--- config.mk ---
export PLATFORM = sky130hd
export DESIGN_NAME = loom_irq_msi_bridge
export DESIGN_NICKNAME = d
export VERILOG_FILES = /design/src/rtl/loom_irq_pkg.sv /design/src/rtl/loom_irq_vec_fsm.sv /design/src/rtl/loom_irq_msi_bridge.sv
export SDC_FILE = /design/constraint.sdc
export NUM_CORES = 1
export LEC_CHECK = 0
export ABC_AREA = 1
export ABC_CLOCK_PERIOD_IN_PS = 4500
export CAP_MARGIN = 0
export CELL_PAD_IN_SITES_DETAIL_PLACEMENT = 0
export CELL_PAD_IN_SITES_GLOBAL_PLACEMENT = 2
export CORE_MARGIN = 10
export CORE_UTILIZATION = 36
export DETAILED_ROUTE_END_ITERATION = 10
export DONT_BUFFER_PORTS = 1
export PLACE_DENSITY = 0.84
export SLEW_MARGIN = 20
export SYNTH_ARGS = -nofsm -noshare
export SYNTH_HDL_FRONTEND = slang
export SYNTH_SLANG_ARGS = --single-unit
export TNS_END_PERCENT = 30
--- constraint.sdc ---
create_clock -name clk_i -period 4.5 [get_ports clk_i]
set_input_delay 0.9 -clock clk_i [delete_from_list [all_inputs] [get_ports clk_i]]
set_output_delay 0.9 -clock clk_i [all_outputs]
set_load 0.01 [all_outputs]
--- src/rtl/loom_irq_pkg.sv ---
// Shared types and limits for the emulator-to-host interrupt bridge.
package loom_irq_pkg;

    localparam int XDMA_MAX_IRQ = 16;

    typedef enum logic [1:0] {
        IDLE     = 2'd0,
        REQ      = 2'd1,
        ASSERTED = 2'd2,
        DEASSERT = 2'd3
    } irq_state_e;

    // XDMA sees the request line high while we wait for the first ack and while legacy INTx is asserted
    function automatic logic state_drives_req(input irq_state_e st);
        return (st == REQ) || (st == ASSERTED);
    endfunction

endpackage

--- src/rtl/loom_irq_vec_fsm.sv ---
// One interrupt vector: CDC synchronizer, rising-edge detect, pending latch and XDMA req/ack FSM.
module loom_irq_vec_fsm
    import loom_irq_pkg::*;
#(
    parameter int SYNC_STAGES = 2
) (
    input  logic clk_i,
    input  logic rst_i,
    input  logic irq_i,
    input  logic irq_en_i,
    input  logic msi_enable_i,
    input  logic usr_irq_ack_i,
    output logic usr_irq_req_o,
    output logic irq_pending_o,
    output logic irq_busy_o,
    output logic coalesce_hit_o
);

    logic [SYNC_STAGES-1:0] sync_r;
    logic                   s_d_r;
    logic [SYNC_STAGES:0]   hist_valid_r;
    logic                   pending_r;
    logic                   req_r;
    logic                   busy_r;
    irq_state_e             state_r;
    irq_state_e             state_next_s;
    logic                   s_s;
    logic                   rise_s;
    logic                   set_s;

    // An edge only counts once s_d holds a real sample, so a level held high across reset is not re-reported
    assign s_s            = sync_r[SYNC_STAGES-1];
    assign rise_s         = s_s & ~s_d_r & hist_valid_r[SYNC_STAGES];
    assign set_s          = rise_s & irq_en_i;
    assign coalesce_hit_o = set_s & pending_r;

    // Synchronizer chain, edge history and history-valid tracking
    always_ff @(posedge clk_i or posedge rst_i) begin
        if (rst_i) begin
            sync_r       <= '0;
            s_d_r        <= 1'b0;
            hist_valid_r <= '0;
        end else begin
            sync_r       <= {sync_r[SYNC_STAGES-2:0], irq_i};
            s_d_r        <= s_s;
            hist_valid_r <= {hist_valid_r[SYNC_STAGES-1:0], 1'b1};
        end
    end

    // Next-state decode of the XDMA handshake
    always_comb begin
        state_next_s = state_r;
        case (state_r)
            IDLE: begin
                if (pending_r) state_next_s = REQ;
                else           state_next_s = IDLE;
            end
            REQ: begin
                if (usr_irq_ack_i) begin
                    if (msi_enable_i) state_next_s = IDLE;
                    else              state_next_s = ASSERTED;
                end else begin
                    state_next_s = REQ;
                end
            end
            ASSERTED: begin
                if (!s_s) state_next_s = DEASSERT;
                else      state_next_s = ASSERTED;
            end
            DEASSERT: begin
                if (usr_irq_ack_i) state_next_s = IDLE;
                else               state_next_s = DEASSERT;
            end
            default: state_next_s = IDLE;
        endcase
    end

    // State, pending latch and registered status outputs
    always_ff @(posedge clk_i or posedge rst_i) begin
        if (rst_i) begin
            state_r   <= IDLE;
            pending_r <= 1'b0;
            req_r     <= 1'b0;
            busy_r    <= 1'b0;
        end else begin
            state_r <= state_next_s;
            req_r   <= state_drives_req(state_next_s);
            busy_r  <= (state_next_s != IDLE);
            if (set_s) begin
                pending_r <= 1'b1;
            end else if ((state_r == IDLE) && (state_next_s == REQ)) begin
                pending_r <= 1'b0;
            end else begin
                pending_r <= pending_r;
            end
        end
    end

    assign usr_irq_req_o = req_r;
    assign irq_pending_o = pending_r;
    assign irq_busy_o    = busy_r;

endmodule

--- src/rtl/loom_irq_msi_bridge.sv ---
// Bridges emulation-core level interrupts onto the XDMA usr_irq req/ack pins, MSI or legacy INTx.
module loom_irq_msi_bridge
    import loom_irq_pkg::*;
#(
    parameter int N_IRQ       = XDMA_MAX_IRQ,
    parameter int SYNC_STAGES = 2,
    parameter int CNT_WIDTH   = 16
) (
    input  logic                 clk_i,
    input  logic                 rst_i,
    input  logic [N_IRQ-1:0]     irq_i,
    input  logic [N_IRQ-1:0]     irq_en_i,
    input  logic                 msi_enable_i,
    output logic [N_IRQ-1:0]     usr_irq_req_o,
    input  logic [N_IRQ-1:0]     usr_irq_ack_i,
    output logic [N_IRQ-1:0]     irq_pending_o,
    output logic [N_IRQ-1:0]     irq_busy_o,
    output logic [CNT_WIDTH-1:0] coalesce_cnt_o,
    input  logic                 cnt_clr_i
);

    logic [N_IRQ-1:0]     hit_s;
    logic [CNT_WIDTH-1:0] cnt_r;

    for (genvar gi = 0; gi < N_IRQ; gi++) begin : g_vec
        loom_irq_vec_fsm #(
            .SYNC_STAGES (SYNC_STAGES)
        ) u_vec (
            .clk_i          (clk_i),
            .rst_i          (rst_i),
            .irq_i          (irq_i[gi]),
            .irq_en_i       (irq_en_i[gi]),
            .msi_enable_i   (msi_enable_i),
            .usr_irq_ack_i  (usr_irq_ack_i[gi]),
            .usr_irq_req_o  (usr_irq_req_o[gi]),
            .irq_pending_o  (irq_pending_o[gi]),
            .irq_busy_o     (irq_busy_o[gi]),
            .coalesce_hit_o (hit_s[gi])
        );
    end

    // Saturating count of cycles in which some edge merged into an already-pending vector
    always_ff @(posedge clk_i or posedge rst_i) begin
        if (rst_i) begin
            cnt_r <= '0;
        end else if (cnt_clr_i) begin
            cnt_r <= '0;
        end else if ((|hit_s) && (cnt_r != {CNT_WIDTH{1'b1}})) begin
            cnt_r <= cnt_r + CNT_WIDTH'(1);
        end else begin
            cnt_r <= cnt_r;
        end
    end

    assign coalesce_cnt_o = cnt_r;

endmodule

==> flow_summary_export.csv, run 1 <==
group,metric,value,unit
run_status,status,"finished, final reports clean",
clock_tree,hold_buffers,0,
layout,final_cell_area,0.00716,mm²
logic_synthesis,ys_seq_elements,147,
setup_path,path_max_fanout,17,
clock_tree,cts_resized,0,
routing,routed_wl,14100,µm
die,start_util,36.8,%
placed_design,globalplace.congestion,0.802,
min_path,hold_class,"in2async",
sta,rsz0062_at_grt,"no",
sta,layout_min_cycle_time,2.19,ns
logic_synthesis,synth_fp_nets,758,
logic_synthesis,yosysMostFrequentCell,"dfrtp_1",
routing,drtIter0Drc,126,
logic_synthesis,synth_adder_area_share,6.20,%
logic_synthesis,synth_top_area_share,55.3,%
logic_synthesis,synthCells,673,
placed_design,place_hpwl,10200,µm
routing,via_count,4161,
pwr,power_density,641,mW/mm²
pwr,p_leak,3.68,nW
setup_path,required,4.85,ns
sta,report.final.slew_viol_count,0,
global_routing,grt_pass1_wl,22700,µm
logic_synthesis,synthFlopType,"dfrtp_1",
clock_tree,cts_root_buffer,"clkbuf_16",
setup_path,r2r_end,"coalesce_cnt_o[6]$_DFFE_PP0P_",
routing,wl_per_cell,16.1,µm
die,die_w,156,µm
sta,final_hold_viol_count,0,
clock_tree,clkLatencyLatePin,0.42,ns
setup_path,reg2reg_from,"coalesce_cnt_o[0]$_DFFE_PP0P_",
sta,fmax,0.456,GHz
global_routing,grt_pass1_vias,4376,
clock_tree,cts_tree,"done",
layout,num_antenna_cells,0,
logic_synthesis,muxShareOfSynthArea,0,%
logic_synthesis,synth_edf_count,0,
logic_synthesis,syn_area_per_cell,9.89,µm²
logic_synthesis,yosys-top-cells-area,"dfrtp_1, inv_1, ha_1",
clock_tree,cts.htree.levels,4,
die,core_area,0.0181,mm²
placed_design,portBuffers,0,
setup_path,rrSetupSlack,2.31,ns
routing,first_pass_iters,4,
setup_path,rr_worst_depth,9,
logic_synthesis,synth_top_area_cell,"dfrtp_1",
layout,drive_gt1_share,10.6,%
setup_path,path_class,"reg2reg",
layout,area_growth_syn_to_layout,7.59,%
sta,relSlewSlack,37.0,%
logic_synthesis,syn_area,0.00666,mm²
logic_synthesis,synthXorXnorAreaFrac,1.71,%
die,die_area,0.0243,mm²
sta,setup_viol,0,
clock_tree,clk_pin_slew,0.06,ns
clock_tree,numCtsBuffers,17,
die,io_pins,116,
placed_design,dpl.cell_count,846,
sta,finalCritPeriodShare,48.7,%
sta,tns,0,ns
placed_design,placedInstanceArea,0.00654,mm²
clock_tree,post_cts.repair.setup_buffers,0,
logic_synthesis,synthArstFlopShare,100,%
routing,antenna_left,0,
logic_synthesis,yosys_warnings,0,
die,rows,49,
global_routing,grt_overflow,0,
logic_synthesis,yosysSeqAreaShare,55.3,%
clock_tree,cts_max_path_buffers,2,
logic_synthesis,synth-simple-area-share,15.6,%
placed_design,post-place-ws,2.06,ns
logic_synthesis,yosys.cell_types.count,27,
global_routing,grt_max_degree,95,
sta,fin_skew,0.00739,ns
logic_synthesis,synth-compound-area-share,6.69,%
setup_path,arrival,2.54,ns
clock_tree,clock-sinks,147,
setup_path,endpoint_kind,"flop",
sta,holdWs,0.315,ns
global_routing,antenna_found_initial,0,
die,die_y,156,µm
global_routing,track_usage,11.9,%
routing,drc,0,
layout,finalNetCount,722,
pwr,peakVddDrop,0.318,mV
pwr,finalPower,4.59,mW
logic_synthesis,synth_top_family_by_area,"simple AND/OR/NAND/NOR gates",
routing,vias_per_cell,4.74,
layout,fin_util,39.6,%
layout,fin_cells,878,
sta,setup_ws,2.31,ns
setup_path,start_kind,"flop",
run,maxCapViolations,0,
sta,tightest_slew,0.944,ns
logic_synthesis,netlist_top_cells_count,"dfrtp_1, inv_1, nand2_1",
[per-layer routing]
metal  GRT usage, %  vias to the layer above  share of wire, %
met4           5.76                        0               2.3
met5              0                        -                 0
met3           4.71                       22               7.4
met1           13.5                     2022                41
met2           19.3                      100                49
li1               -                     2017                 -
[sequential cells by signal, summed over array words and instances, names as in the netlist]
| name | cells |
|---|---|
| g_vec.u_vec.s_d_r | 16 |
| g_vec.u_vec.irq_busy_o | 16 |
| coalesce_cnt_o | 16 |
| g_vec.u_vec.sync_r | 32 |
| g_vec.u_vec.irq_pending_o | 16 |
| g_vec.u_vec.usr_irq_req_o | 16 |
| g_vec.u_vec.state_r | 32 |
| g_vec.u_vec.hist_valid_r | 3 |
[worst max-delay path, cell delays in order, from the launching register on]
cell and delay [ns]:
dfrtp_1 0.47, ha_1 0.22, nand2_1 0.10, nor2_2 0.16, nand4_1 0.09, nor2_1 0.14
nand3_2 0.35, o21ai_4 0.34, nand3_1 0.14, nand2_1 0.11
[layout make-up]
type / instances / area [µm²]
multi-input combinational: 326 / 2010
sequential: 147 / 3680
timing repair buffer: 3 / 47.5
clock inverter: 11 / 153
clock buffer: 20 / 447
inverter: 142 / 537
fill: 1734 / 10900
tap: 229 / 287
[placed cells by master, fill, tap and decap left out, types with 4 or more instances in the layout]
cell / n
nand2_2: 10
a21oi_1: 12
nand3_2: 11
a22o_1: 16
ha_1: 33
nor2_1: 37
nand3_1: 48
xor2_1: 10
o21ai_0: 23
inv_1: 131
nand2_1: 73
clkbuf_16: 17
a32oi_1: 13
clkinvlp_4: 4
nor3_1: 9
dfrtp_1: 147
inv_2: 10
nand4_1: 22
[worst max-delay path by stage]
stage	slack [ns]	end	from	cells past startpoint
3_3_place_gp	2.16	g_vec[7].u_vec.irq_pending_o$_DFFE_PP0P_	msi_enable_i	7
6_report	2.31	coalesce_cnt_o[6]$_DFFE_PP0P_	coalesce_cnt_o[0]$_DFFE_PP0P_	9
3_5_place_dp	2.06	g_vec[5].u_vec.irq_pending_o$_DFFE_PP0P_	msi_enable_i	7
5_1_grt	2.06	coalesce_cnt_o[2]$_DFFE_PP0P_	coalesce_cnt_o[0]$_DFFE_PP0P_	9
2_1_floorplan	1.75	coalesce_cnt_o[0]$_DFFE_PP0P_	rst_i	1
4_1_cts	2.28	coalesce_cnt_o[6]$_DFFE_PP0P_	coalesce_cnt_o[0]$_DFFE_PP0P_	9
[cell families after synthesis]
logic type | Yosys count
adder cells (fa/ha/maj) | 33
XOR/XNOR | 13
flip-flops | 147
AND/OR/NAND/NOR | 214
AO/OA/AOI/OAI | 65
buffers and inverters | 200
other | 1
[power by group]
part	switching, mW	leakage (nW)	internal, mW
registers	0.381	1.75	1.72
logic	0.671	1.65	0.373
clock network	0.559	0.283	0.888
total	1.61	3.68	2.98
No activity file was read; power rests on OpenSTA's default activity.
==> run 2, diff against run 1 <==
--- a/config.mk
+++ b/config.mk
@@ -6,7 +6,7 @@
 export NUM_CORES = 1
 export LEC_CHECK = 0
 export ABC_AREA = 1
-export ABC_CLOCK_PERIOD_IN_PS = 4500
+export ABC_CLOCK_PERIOD_IN_PS = 1900
 export CAP_MARGIN = 0
 export CELL_PAD_IN_SITES_DETAIL_PLACEMENT = 0
 export CELL_PAD_IN_SITES_GLOBAL_PLACEMENT = 2
==> constraint.sdc (replaced) <==
create_clock -name clk_i -period 1.9 [get_ports clk_i]
set_input_delay 0.38 -clock clk_i [delete_from_list [all_inputs] [get_ports clk_i]]
set_output_delay 0.38 -clock clk_i [all_outputs]
set_load 0.01 [all_outputs]
==> run 2 against run 1 <==
Total power grew 130%. Worst setup slack lost 2.1 ns. Hold slack got worse by 0.14 ns.
==> flow_summary_export.csv, run 2 (same netlist as run 1, synthesis figures left out) <==
group,metric,value,unit
global_routing,track_usage,12.3,%
setup_path,slowest_stage,"dfrtp_1",
die,core_area,0.0181,mm²
placed_design,dpl.cell_count,865,
setup_path,crit_buf_inv,1,
sta,setup_ws,0.169,ns
pwr,power_density,1430,mW/mm²
pwr,power.switching,3.91,mW
pwr,peakVddDrop,0.657,mV
routing,drtIter0Drc,226,
pwr,p_leak,3.85,nW
setup_path,path_class,"reg2reg",
sta,finalCritPeriodShare,91.1,%
global_routing,grt_max_degree,73,
setup_path,crit_family,"simple AND/OR/NAND/NOR gates",
layout,finalNetCount,758,
setup_path,start_kind,"flop",
sta,setup_viol,0,
placed_design,post-place-ws,0.0797,ns
pwr,seq_power_share,46.1,%
sta,fmax,0.578,GHz
pwr,p_int,6.78,mW
layout,area_growth_syn_to_layout,12.1,%
layout,layout_common_cells,"dfrtp_1, inv_1, nand2_1",
global_routing,antenna_found_initial,0,
routing,wl_per_cell,15.8,µm
sta,rsz0062_at_grt,"no",
clock_tree,numCtsBuffers,17,
setup_path,arrival,2.09,ns
pwr,pwr-share-comb,24.8,%
sta,tns,0,ns
placed_design,globalplace.congestion,0.786,
die,die_y,156,µm
layout,final_cell_area,0.00747,mm²
sta,fin_skew,0.00665,ns
routing,drc,0,
setup_path,endpoint_kind,"flop",
routing,first_pass_iters,6,
clock_tree,cts_max_path_buffers,2,
routing,antenna_left,0,
sta,report.final.slew_viol_count,0,
clock_tree,cts.htree.levels,4,
setup_path,cpMostUsedCell,"nand2_1",
pwr,finalPower,10.7,mW
layout,num_antenna_cells,0,
die,io_pins,116,
run_status,status,"finished, final reports clean",
layout,fin_cells,915,
routing,via_count,4277,
placed_design,place_hpwl,10600,µm
clock_tree,cts_tree,"done",
pwr,p_clk_share,29.1,%
die,die_w,156,µm
global_routing,grt_pass1_wl,23400,µm
layout,layout_commonest_cell,"dfrtp_1",
clock_tree,clock-sinks,147,
global_routing,grt_pass1_vias,4464,
layout,drive_gt1_share,13.1,%
die,die_area,0.0243,mm²
sta,layout_min_cycle_time,1.73,ns
layout,fillers,1758,
setup_path,cp_cell_sequence,"ha_1, nand2_1, nor2_2, nand4_1, nor2_1, nand3_4, o21ai_4, buf_12, nand3_1, nand2_1",
die,rows,49,
setup_path,required,2.25,ns
die,start_util,36.8,%
layout,fin_util,41.3,%
placed_design,placedInstanceArea,0.00672,mm²
run,maxCapViolations,0,
clock_tree,clk_pin_slew,0.06,ns
layout,largestRegisters,"g_vec.u_vec.state_r: 32 flops, g_vec.u_vec.sync_r: 32 flops",
setup_path,path_max_fanout,16,
pwr,p_sw_share,36.5,%
setup_path,slowest_delay,0.36,ns
sta,final_hold_viol_count,0,
placed_design,portBuffers,0,
routing,routed_wl,14500,µm
clock_tree,cts_root_buffer,"clkbuf_16",
sta,holdWs,0.172,ns
global_routing,grt_overflow,0,
min_path,hold_class,"in2reg",
clock_tree,clkLatencyLatePin,0.42,ns
routing,vias_per_cell,4.67,
==> run 2: layer usage <==
layer | wire (µm) | GRT usage [%]
met3 | 1010 | 4.74
met4 | 292 | 5.08
met2 | 7210 | 20.8
met5 | 0 | 0
met1 | 5940 | 13.5
==> run 2: worst paths after layout <==
path / from / to / slack, ns / cells after the start
min: usr_irq_ack_i[3] / g_vec[3].u_vec.state_r[1]$_DFF_PP0_ / 0.17 / 2
max in group asynchronous: rst_i / coalesce_cnt_o[14]$_DFFE_PP0P_ / 0.80 / 3
max: coalesce_cnt_o[0]$_DFFE_PP0P_ / coalesce_cnt_o[6]$_DFFE_PP0P_ / 0.17 / 10
max reg2reg: coalesce_cnt_o[0]$_DFFE_PP0P_ / coalesce_cnt_o[6]$_DFFE_PP0P_ / 0.17 / 10
min in group asynchronous: rst_i / g_vec[15].u_vec.sync_r[0]$_DFF_PP0_ / 0.40 / 2
min reg2reg: g_vec[1].u_vec.sync_r[0]$_DFF_PP0_ / g_vec[1].u_vec.sync_r[1]$_DFF_PP0_ / 0.34 / 0
==> run 2: layout make-up <==
| type | count | area, µm² | share of cell area, % |
|---|---|---|---|
| Inverter | 142 | 537 | 7.19 |
| Clock inverter | 13 | 101 | 1.36 |
| Clock buffer | 19 | 443 | 5.93 |
| Multi-Input combinational cell | 326 | 2020 | 27.1 |
| Sequential cell | 147 | 3680 | 49.3 |
| Timing Repair Buffer | 39 | 398 | 5.33 |
| Tap cell | 229 | 287 | 3.84 |
==> run 2: what timing repair did <==
item / CTS / global route
endpoints found under the setup margin: 0 / 16
hold buffers: 17 / 0
setup buffers: 0 / 1
resized for setup: 0 / 1
endpoints found under the hold margin: 27 / 0
==> run 2: power by group through the flow <==
stage,Sequential (mW),Combinational (mW),Clock [mW]
floorplan,4.49,2.92,0
global placement,4.99,2.45,0
detailed placement,5.02,2.61,0
CTS,4.97,2.66,3.21
global route,5.04,3.16,3.35
finish,4.93,2.66,3.11
==> run 2: worst reg2reg max path, delay by kind of cell (launching register included) <==
kind                     cells  cell delay (ns)
AO/OA/AOI/OAI                1             0.11
adder cells (fa/ha/maj)      1             0.19
buffers and inverters        1             0.16
flip-flops                   1             0.36
AND/OR/NAND/NOR              7             0.85
